<file path="src/rtl/load_store_unit.sv">
// Load/store execution unit: one decoded op in flight against the data RAM over req/gnt/rvalid.
// Optional LSU_MISALIGN_TRAP_EN: misaligned ops skip the bus and report misalign/misalign_addr.

package my_pkg;
   typedef enum logic [4:0] {
      I_NOP = 5'd0,
      I_LB  = 5'd1,
      I_LBU = 5'd2,
      I_LH  = 5'd3,
      I_LHU = 5'd4,
      I_LW  = 5'd5,
      I_SB  = 5'd6,
      I_SH  = 5'd7,
      I_SW  = 5'd8,
      I_ADD = 5'd9,
      I_SUB = 5'd10,
      I_AND = 5'd11,
      I_OR  = 5'd12,
      I_XOR = 5'd13,
      I_BEQ = 5'd14,
      I_JAL = 5'd15
   } i_type;
endpackage

// state  | meaning
// S_IDLE | ready for a new op from dispatch
// S_REQ  | bus request held until mem_gnt
// S_RESP | waiting for mem_rvalid
// S_WB   | writeback offered until wb_ready
module load_store_unit
   import my_pkg::*;
#(
   parameter int MEM_SIZE = 131072
) (
   input  logic        clk,
   input  logic        reset,
   input  logic        in_valid,
   output logic        in_ready,
   input  i_type       in_op,
   input  logic [31:0] in_base,
   input  logic [31:0] in_offset,
   input  logic [31:0] in_wdata,
   input  logic [4:0]  in_rd,
   output logic        mem_req,
   output logic        mem_we,
   output logic [3:0]  mem_be,
   output logic [31:0] mem_addr,
   output logic [31:0] mem_wdata,
   input  logic        mem_gnt,
   input  logic        mem_rvalid,
   input  logic [31:0] mem_rdata,
   output logic        wb_valid,
   input  logic        wb_ready,
   output logic        wb_we,
   output logic [4:0]  wb_rd,
   output logic [31:0] wb_data
`ifdef LSU_MISALIGN_TRAP_EN
   ,
   output logic        misalign,
   output logic [31:0] misalign_addr
`endif
);

   // Word-aligned physical address: ea mod MEM_SIZE with the lane bits cleared.
   localparam logic [31:0] ADDR_MASK = 32'(MEM_SIZE - 1) & ~32'd3;

   typedef enum logic [1:0] {
      S_IDLE = 2'd0,
      S_REQ  = 2'd1,
      S_RESP = 2'd2,
      S_WB   = 2'd3
   } state_e;

   state_e      state_q, state_d;
   i_type       op_q, op_d;
   logic [31:0] ea_q, ea_d;
   logic [31:0] wdata_q, wdata_d;
   logic [4:0]  rd_q, rd_d;
   logic [31:0] wb_data_q, wb_data_d;

   logic [31:0] ea_in;
   logic        skip_bus;
   logic        wb_mis;

   function automatic logic is_load(input i_type op);
      return (op == I_LB) || (op == I_LBU) || (op == I_LH) || (op == I_LHU) || (op == I_LW);
   endfunction

   function automatic logic is_store(input i_type op);
      return (op == I_SB) || (op == I_SH) || (op == I_SW);
   endfunction

   function automatic logic [3:0] store_be(input i_type op, input logic [1:0] lane);
      logic [3:0] be;
      be = 4'hF;
      case (op)
         I_SB:    be = 4'b0001 << lane;
         I_SH:    be = lane[1] ? 4'b1100 : 4'b0011;
         default: be = 4'hF;
      endcase
      return be;
   endfunction

   function automatic logic [31:0] store_data(input i_type op, input logic [31:0] rs2);
      logic [31:0] d;
      d = '0;
      case (op)
         I_SB:    d = {4{rs2[7:0]}};
         I_SH:    d = {2{rs2[15:0]}};
         I_SW:    d = rs2;
         default: d = '0;
      endcase
      return d;
   endfunction

   function automatic logic [31:0] load_extract(input i_type op, input logic [1:0] lane,
                                                input logic [31:0] rdata);
      logic [7:0]  b;
      logic [15:0] h;
      logic [31:0] r;
      case (lane)
         2'd0:    b = rdata[7:0];
         2'd1:    b = rdata[15:8];
         2'd2:    b = rdata[23:16];
         default: b = rdata[31:24];
      endcase
      h = lane[1] ? rdata[31:16] : rdata[15:0];
      case (op)
         I_LB:    r = {{24{b[7]}}, b};
         I_LBU:   r = {24'b0, b};
         I_LH:    r = {{16{h[15]}}, h};
         I_LHU:   r = {16'b0, h};
         I_LW:    r = rdata;
         default: r = '0;
      endcase
      return r;
   endfunction

`ifdef LSU_MISALIGN_TRAP_EN
   function automatic logic is_misaligned(input i_type op, input logic [1:0] lane);
      logic half, word;
      half = (op == I_LH) || (op == I_LHU) || (op == I_SH);
      word = (op == I_LW) || (op == I_SW);
      return (half && lane[0]) || (word && (lane != 2'b00));
   endfunction

   assign skip_bus = is_misaligned(in_op, ea_in[1:0]);
   assign wb_mis   = is_misaligned(op_q, ea_q[1:0]);
`else
   assign skip_bus = 1'b0;
   assign wb_mis   = 1'b0;
`endif

   assign ea_in = in_base + in_offset;

   always_ff @(posedge clk) begin
      if (reset) begin
         state_q <= S_IDLE;
      end else begin
         state_q <= state_d;
      end
   end

   always_comb begin
      state_d = state_q;
      case (state_q)
         S_IDLE: begin
            if (in_valid) begin
               state_d = ((is_load(in_op) || is_store(in_op)) && !skip_bus) ? S_REQ : S_WB;
            end
         end
         S_REQ:   if (mem_gnt)    state_d = S_RESP;
         S_RESP:  if (mem_rvalid) state_d = S_WB;
         S_WB:    if (wb_ready)   state_d = S_IDLE;
         default: state_d = S_IDLE;
      endcase
   end

   always_comb begin
      op_d      = op_q;
      ea_d      = ea_q;
      wdata_d   = wdata_q;
      rd_d      = rd_q;
      wb_data_d = wb_data_q;
      if (state_q == S_IDLE && in_valid) begin
         op_d      = in_op;
         ea_d      = ea_in;
         wdata_d   = in_wdata;
         rd_d      = in_rd;
         wb_data_d = '0;
      end else if (state_q == S_RESP && mem_rvalid) begin
         wb_data_d = load_extract(op_q, ea_q[1:0], mem_rdata);
      end
   end

   always_ff @(posedge clk) begin
      if (reset) begin
         op_q      <= I_NOP;
         ea_q      <= '0;
         wdata_q   <= '0;
         rd_q      <= '0;
         wb_data_q <= '0;
      end else begin
         op_q      <= op_d;
         ea_q      <= ea_d;
         wdata_q   <= wdata_d;
         rd_q      <= rd_d;
         wb_data_q <= wb_data_d;
      end
   end

   always_comb begin
      in_ready  = 1'b0;
      mem_req   = 1'b0;
      mem_we    = 1'b0;
      mem_be    = '0;
      mem_addr  = '0;
      mem_wdata = '0;
      wb_valid  = 1'b0;
      wb_we     = 1'b0;
      wb_rd     = '0;
      wb_data   = '0;
`ifdef LSU_MISALIGN_TRAP_EN
      misalign      = 1'b0;
      misalign_addr = '0;
`endif
      case (state_q)
         S_IDLE: in_ready = 1'b1;
         S_REQ: begin
            mem_req   = 1'b1;
            mem_we    = is_store(op_q);
            mem_be    = store_be(op_q, ea_q[1:0]);
            mem_addr  = ea_q & ADDR_MASK;
            mem_wdata = store_data(op_q, wdata_q);
         end
         S_WB: begin
            wb_valid = 1'b1;
            wb_we    = is_load(op_q) && (rd_q != 5'd0) && !wb_mis;
            wb_rd    = wb_we ? rd_q : 5'd0;
            wb_data  = wb_data_q;
`ifdef LSU_MISALIGN_TRAP_EN
            misalign      = wb_mis;
            misalign_addr = wb_mis ? ea_q : 32'd0;
`endif
         end
         default: ;
      endcase
   end

endmodule

</file>
<file path="config.mk">
export PLATFORM = sky130hd
export DESIGN_NAME = load_store_unit
export DESIGN_NICKNAME = d
export VERILOG_FILES = /design/src/rtl/load_store_unit.sv
export SDC_FILE = /design/constraint.sdc
export NUM_CORES = 1
export LEC_CHECK = 0
export ABC_AREA = 0
export CORE_ASPECT_RATIO = 0.6
export CORE_MARGIN = 2
export CORE_UTILIZATION = 35
export DETAILED_ROUTE_END_ITERATION = 10
export PLACE_DENSITY = 0.69
export RECOVER_POWER = 25
export SYNTH_ARGS = -nofsm -noshare
export SYNTH_HDL_FRONTEND = slang
export SYNTH_SLANG_ARGS = --single-unit
export TNS_END_PERCENT = 50
</file>
<file path="constraint.sdc">
create_clock -name clk -period 2.84 [get_ports clk]
set_clock_uncertainty 0.15 [all_clocks]
set_input_delay 0.568 -clock clk [delete_from_list [all_inputs] [get_ports clk]]
set_output_delay 0.568 -clock clk [all_outputs]
set_load 0.1 [all_outputs]
</file>
---- After elaboration in Yosys (flattened, before gate mapping) ----
Index checks and enable logic that the tools add are counted.
cells by class
  $add $sub $neg .......................... 1
  eq/ne operators ......................... 25
  shift operators ......................... 1
  muxes and demuxes ....................... 23
  reductions and logical operators ........ 21
operator list
  operator                                                                number
  32-bit one-hot mux with 5 select lines                                  1
  32-bit one-hot mux with 3 select lines                                  1
  32-bit 2-to-1 mux                                                       2
  5-bit by 3-bit equality test with 1-bit output (second input constant)  8
  8-bit one-hot mux with 3 select lines                                   1
  5-bit by 2-bit equality test with 1-bit output (second input constant)  4
  17-bit adder                                                            1
  17-bit 2-to-1 mux                                                       1
  16-bit 2-to-1 mux                                                       1
  1-bit logical OR                                                        13
  5-bit by 1-bit equality test with 1-bit output (second input constant)  2
  5-bit by 4-bit equality test with 1-bit output (second input constant)  2
  2-bit 2-to-1 mux                                                        5
  5-bit 2-to-1 mux                                                        2
  4-bit 2-to-1 mux                                                        2
  2-bit != test (second input constant)                                   4
  2-bit one-hot mux with 4 select lines                                   1
  4-bit one-hot mux with 2 select lines                                   1
  2-bit equality test (second input constant)                             3
  1-bit 2-to-1 mux                                                        5
  5-bit nonzero test                                                      1
  2-bit by 1-bit equality test with 1-bit output (second input constant)  2
  2-bit logical NOT                                                       2
  4-bit AND reduction                                                     1
  3 further kinds                                                         5
storage, ports and cells
  register bits ........................... 93
  logic and storage cells ................. 77

---- Logic depth before layout (Yosys ltp) ----
Gate-level depths: netlist of the first run.
  depth in word-level cells ............... 9
  mapped depth ............................ 8
  depth with buffers taken out ............ 7

---- Worst setup path after synthesis of the first run ----
Ideal clock, no wire load.
  path type ............................... register -> output
  start point ............................. register state_q[1]
  end point ............................... output port mem_be[2]
  arrival ................................. 3.432 ns
  data required time ...................... 2.122 ns
  path slack .............................. -1.310 ns
  stages on the path, launching flop included .. 7
  path through ............................ dfxtp_1 > inv_1 > ha_1 > inv_1 > buf_1 > clkbuf_1 > a21oi_1
on the way
  word-level cells in the longest chain between the ends .. 2
RTL lines
  element                                         line  source
  from (decl)                                     74    state_e state_q, state_d;
  from (signal assigned)                          160   state_q <= state_d;
  2-bit by 1-bit equality test with 1-bit output  227   case (state_q)
  4-bit 2-to-1 mux                                227
  to (decl)                                       46    output logic [3:0] mem_be,
No other way between the ends.

---- Worst setup path after layout of the first run ----
  start point ............................. register op_q[0]
  end point ............................... output port mem_wdata[11]
on the way
  word-level cells in the longest chain between the ends .. 3
RTL lines
  element                                                                                                                  line  source
  from (decl)                                                                                                              75    i_type op_q, op_d;
  from (signal assigned)                                                                                                   204   op_q <= op_d;
  5-bit by 4-bit equality test with 1-bit output / 5-bit by 3-bit equality test with 1-bit output (equally long branches)  107   case (op)
  32-bit one-hot mux with 3 select lines *                                                                                 107
  32-bit 2-to-1 mux *                                                                                                      227
  to (decl)                                                                                                                48    output logic [31:0] mem_wdata,
Mark *: on every way between the ends. The rest lies on a longest branch, timed or not.

==> reports/qor.yml, run 1 <==
clocking:
  clockRootBuffer: "clkbuf_16"
  clock-sinks: 93
  cts_hold_buf: 0
  cts_tree: "yes"
  htree_levels: 3
  clk_pin_slew_worst_paths_ns: 0.07
  insertion_delay_ns: 0.33
  clockBufferDepth: 2
  cts_buffers: 9
detailed_routing:
  drt_pass1_iterations: 5
  first_iter_violations: 416
  routed_wl_microns: 19600
  drc: 0
  via_count: 6142
  wl_per_cell_microns: 16.5
  viasPerCell: 5.17
  drtAntennaViolNets: 0
power:
  p_switching_mw: 2.55
  leakagePower_nw: 3.55
  ir_drop_mv: 0.307
  combPwrFrac: 0.484
  sw_frac_of_total: 0.441
  clockPowerShare: 0.235
  power_density_mw_per_mm2: 601
  seqPwrFrac: 0.281
  internal_power_mw: 3.23
sta:
  finalSetupViolCount: 0
  tightest_slew_ns: 0.762
  fmax_ghz: 0.363
  maxSlewHeadroom: 0.492
  slew_violations: 0
  fin_crit_ns: 2.76
  layout_setup_ws_ns: 0.0850
  hold_slack_ns: 0.296
  period_share: 0.970
  hold_violations: 0
grt:
  overflow: 0
  grt_max_degree: 53
  antenna_found_initial: 0
  grt_first_pass_wirelength_microns: 30800
  grt_util_all_layers: 0.218
  grt_pass1_vias: 5765
final_layout:
  drive_above_1_share: 0.249
  antenna_cells: 0
  area_growth_pct: 65.1
  fin_util: 0.591
  final_cell_mix: "154 x nand2_1, 112 x clkdlybuf4s50_1, 93 x dfxtp_1, 89 x a21oi_1, 79 x buf_12"
  layout_commonest_cell: "nand2_1"
  layout.nets: 1120
  fillers: 1395
place:
  place_hpwl_microns: 14700
  pre_cts_ws_ns: -0.0271
  gp_congestion: 0.871
  numPortBuffers: 206
worst_setup_path:
  critical_path_required_ns: 2.12
  setup.worst_path.start_class: "register"
  rrSetupSlack_ns: 0.34
  cp.arrival_ns: 2.04
  worstSetupPathType: "register to output port"
  cp-end-kind: "output port"
  critPathMaxFanout: 10
synthesis:
  postSynthCellCount: 747
  netlist_area_sq_mm: 0.00583
  synth_seq_cells: 93
  synth_cell_types: 68
  ys_seq_area_frac: 0.320
  ys.flop_type: "dfxtp_1"
  synthArstFlopShare: 0
  syn_area_per_cell_sq_um: 7.80
  synth_edf_count: 0
  yosys_warnings: 0
floorplanning:
  pin_count: 254
  start_util: 0.358
  fp.dieW_microns: 171
  rows: 36
  die_y_microns: 104
  core_area_sq_mm: 0.0163
  die_area_sq_mm: 0.0177
status:
  status: "finished clean"
job:
  cap_violations: 0
min_path:
  hold_class: "register to register"
-- per-layer routing --
layer | up-vias | track usage | wire (microns)
met3 | 17 | 0.0860 | 2050
met5 | - | 0 | 0
met1 | 2868 | 0.307 | 9210
li1 | 3025 | - | -
met2 | 232 | 0.316 | 8150
met4 | 0 | 0.0409 | 175
-- worst paths after layout --
path / startpoint / to / cells past startpoint
hold / removal: wb_data_q[8] / wb_data_q[8] / 2
setup reg to reg: state_q[0] / ea_q[7] / 6
hold reg to reg: wb_data_q[8] / wb_data_q[8] / 2
setup / recovery: op_q[0] / mem_wdata[11] / 7
-- Yosys cell counts (6+ instances only) --
library cell / number / area share
nor2b_1: 7 / 0.0075
a221oi_2: 10 / 0.026
nor2_1: 23 / 0.015
mux4_2: 7 / 0.027
a22oi_1: 8 / 0.010
mux2_2: 10 / 0.019
nand2_1: 155 / 0.10
a21oi_1: 108 / 0.093
a21o_1: 7 / 0.0090
and3_1: 9 / 0.0097
clkbuf_1: 25 / 0.016
buf_4: 18 / 0.023
o211ai_1: 7 / 0.0090
ha_1: 20 / 0.043
or3_1: 9 / 0.0097
buf_2: 9 / 0.0077
nand4_1: 6 / 0.0064
buf_1: 9 / 0.0058
o21ai_0: 27 / 0.023
nor3_1: 7 / 0.0060
inv_1: 10 / 0.0064
o21ai_1: 19 / 0.016
and2_1: 58 / 0.062
dfxtp_1: 93 / 0.32
-- per-stage QoR --
step                      setup TNS, ns  total power, mW  cells  cell area (sq um)
after floorplan                   -5.51             3.59    763               6210
after global placement                0             4.42   1169               9250
after detailed placement        -0.0316             4.46   1169               9250
after CTS                             0             5.82   1185               9580
after global routing            -0.0153             6.08   1188               9620
final                                 0             5.78   1188               9620
-- power groups by stage --
| stage | Sequential, mW | Clock [mW] | Combinational [mW] |
|---|---|---|---|
| floorplan | 1.60 | 0 | 1.99 |
| global placement | 1.65 | 0 | 2.77 |
| detailed placement | 1.65 | 0 | 2.80 |
| CTS | 1.62 | 1.39 | 2.81 |
| global route | 1.65 | 1.44 | 2.99 |
| finish | 1.63 | 1.36 | 2.80 |
-- area by class of cell --
type	count	area, sq um	share of cell area
clock buffer	10	239	0.0249
clock inverter	6	93.8	0.00976
inverter	10	40.0	0.00416
multi-input combinational	594	3970	0.412
sequential	93	1860	0.194
tap	228	285	0.0297
timing repair buffer	247	3130	0.326
-- registers in the layout, indices dropped and copies added, names as in the netlist --
name,flops
wb_data_q,32
wdata_q,32
ea_q,17
op_q,5
rd_q,5
state_q,2
-- logic make-up after synthesis --
| kind of cell | Yosys count | synth area share |
|---|---|---|
| compound gates | 229 | 0.251 |
| xor+xnor | 5 | 0.00752 |
| fa+ha+maj | 21 | 0.0464 |
| buf+inv | 77 | 0.0698 |
| flops | 93 | 0.320 |
| mux | 20 | 0.0515 |
| other cells | 1 | 0.000644 |
| simple gates | 301 | 0.254 |
-- timing repair --
| item | in CTS | in global routing |
|---|---|---|
| setup buffers | 0 | 2 |
| setup endpoints to repair | 6 | 25 |
| cloned | 0 | 1 |
| resized for setup | 0 | 8 |
| pin swaps | 1 | 2 |
-- critical path, cell delays in order, from the launching register on --
cell and delay, ns:
dfxtp_1 0.31, or3_4 0.41, nor3b_4 0.21, buf_6 0.15, buf_6 0.14, nand2_1 0.10, a21oi_4 0.19, buf_12 0.19
No activity file was read; power rests on OpenSTA's default activity.
==> inputs of run 2 (changes only) <==
SLEW_MARGIN = 30   (was unset)
==> results of run 2 <==
No change in the layout: final DEF, timing and power equal those of run 1.
==> edit (settings of run 2) <==
Add an input register stage for `in_offset`; this delays it by one clock. The other inputs are not delayed to match.
--- a/src/rtl/load_store_unit.sv
+++ b/src/rtl/load_store_unit.sv
@@ -71,6 +71,12 @@
       S_WB   = 2'd3
    } state_e;
 
+   logic [31:0] in_offset_q;
+
+   always_ff @(posedge clk) begin
+      in_offset_q <= in_offset;
+   end
+
    state_e      state_q, state_d;
    i_type       op_q, op_d;
    logic [31:0] ea_q, ea_d;
@@ -151,7 +157,7 @@
    assign wb_mis   = 1'b0;
 `endif
 
-   assign ea_in = in_base + in_offset;
+   assign ea_in = in_base + in_offset_q;
 
    always_ff @(posedge clk) begin
       if (reset) begin
Check against the original RTL: not equivalent (a bounded check fails within 4 cycles, from zero or initial values and one cycle with reset high).
==> edit against run 2 <==
  * Setup slack worse by 0.043 ns
  * Register-to-register slack better by 0.03 ns
  * Fmax is 1.5% lower
  * Area after synthesis is 1.5% higher
  * Wire length is 2.0% higher
  * Design area is 0.79% higher
  * Largest cell class unchanged
  * Largest power group unchanged
  * Power is 1.4% higher
  * Hold slack better by 0.0037 ns
  * Sequential cell count is 17 higher
  * Non-clock buffer count is 1 higher
  * Die area is 1.4% higher
  * Critical endpoint is now mem_wdata[26]
  * Utilization hardly changed
==> edit: results (changes against run 2) <==
grt_usage_pct: 21.9  # +0.14 points
grt_first_pass_wirelength_um: 31100  # +0.90%
grt_pass1_vias: 5844  # +1.4%
dp_hpwl_um: 15100  # +3.0%
peakVddDrop_mv: 0.342  # +11%
ys_seq_area_share_pct: 37.2  # +5.3 points
p_int_mw: 3.28  # +1.4%
yosys-top-cells-area: "dfxtp_1, nand2_1, a21oi_1, and2_1, ha_1"
final_nets: 1121  # +0.089%
power.leakage_nw: 3.58  # +0.81%
hold_ws_ns: 0.299  # +0.00370 ns
yosysUniqueCellTypes: 58  # -15%
grt_max_degree: 38  # -28%
drive_above_1_share_pct: 23.4  # -1.5 points
timing.slew.headroom_pct: 30.4  # -19 points
clk_latency_ns: 0.35  # +0.02 ns
worst_ep_arrival_time_ns: 2.08  # +0.04 ns
wire_per_inst_um: 16.8  # +1.9%
gp_congestion: 0.897  # +3.0%
status: "completed"
vias: 6004  # -2.2%
totalWireLength_um: 20000  # +2.0%
r2r_slack_ns: 0.37  # +0.03 ns
antenna_found_initial: 0  # unchanged
avgSynthCellArea_um2: 7.90  # +1.3%
edit: changes by cell type after synthesis, moves of 5 or more:
cell      change
a221oi_1     +11
a221oi_2     -10
and2_1        +6
and3_1        -7
buf_6         -5
clkbuf_1     +11
dfxtp_1      +17
nand2_1      +17
o21ai_0      +13
o21ai_1      -19
or3_1         -7
xnor2_1       +6
edit: layout make-up:
cell class,count,area [µm²]
timing repair buffer,248,3130
tap,228,285
fill,1447,6700
inverter,9,33.8
sequential,110,2200
clock inverter,6,53.8
clock buffer,10,229
multi-input combinational,578,3750
edit: power by group through the flow:
stage               registers, mW  logic (mW)  clock network [mW]
finish                       1.87        2.75                1.25
detailed placement           1.90        2.72                   0
CTS                          1.87        2.73                1.28
global route                 1.90        2.94                1.34
floorplan                    1.85        1.91                   0
global placement             1.90        2.69                   0
edit: metrics by stage:
stage / instance area [µm²] / setup slack, ns / power (mW)
2_1_floorplan: 6290 / -0.171 / 3.76
3_5_place_dp: 9330 / -0.0951 / 4.62
4_1_cts: 9630 / -0.0154 / 5.88
6_report: 9690 / 0.0419 / 5.87
3_3_place_gp: 9330 / -0.0806 / 4.59
5_1_grt: 9690 / -0.0248 / 6.17
edit: worst max-delay path, cell delays in order (launching register included):
cell and delay, ns:
dfxtp_1 0.31, or3_4 0.39, nor3b_4 0.21, buf_6 0.16
buf_4 0.18, nand2_1 0.11, a21oi_4 0.18, buf_12 0.19
edit: kinds of logic after synthesis:
| kind of cell | synth area share [%] |
|---|---|
| compound gates | 20.9 |
| xor+xnor | 2.07 |
| fa+ha+maj | 4.57 |
| buf+inv | 6.35 |
| flops | 37.2 |
| mux | 4.70 |
| other cells | 0.0634 |
| simple gates | 24.1 |
edit: routing by layer:
metal / vias to the layer above / track usage (%) / wire, µm
met3: 8 / 9.43 / 2340
met2: 242 / 33.7 / 8600
met5: - / 0 / 0
met1: 2790 / 29.0 / 8930
met4: 0 / 3.60 / 102
li1: 2964 / - / -
edit: path summary, 6_finish.rpt:
check,start,to,cells after the start
min,ea_q[3],ea_q[3],2
min reg2reg,ea_q[3],ea_q[3],2
max reg2reg,state_q[0],wdata_q[14],6
max,op_q[0],mem_wdata[26],7
edit: timing repair:
item	in CTS	in global routing
endpoints found under the setup margin	20	31
pin swaps	1	5
resized for setup	2	11
cloned	0	2
setup buffers	1	2
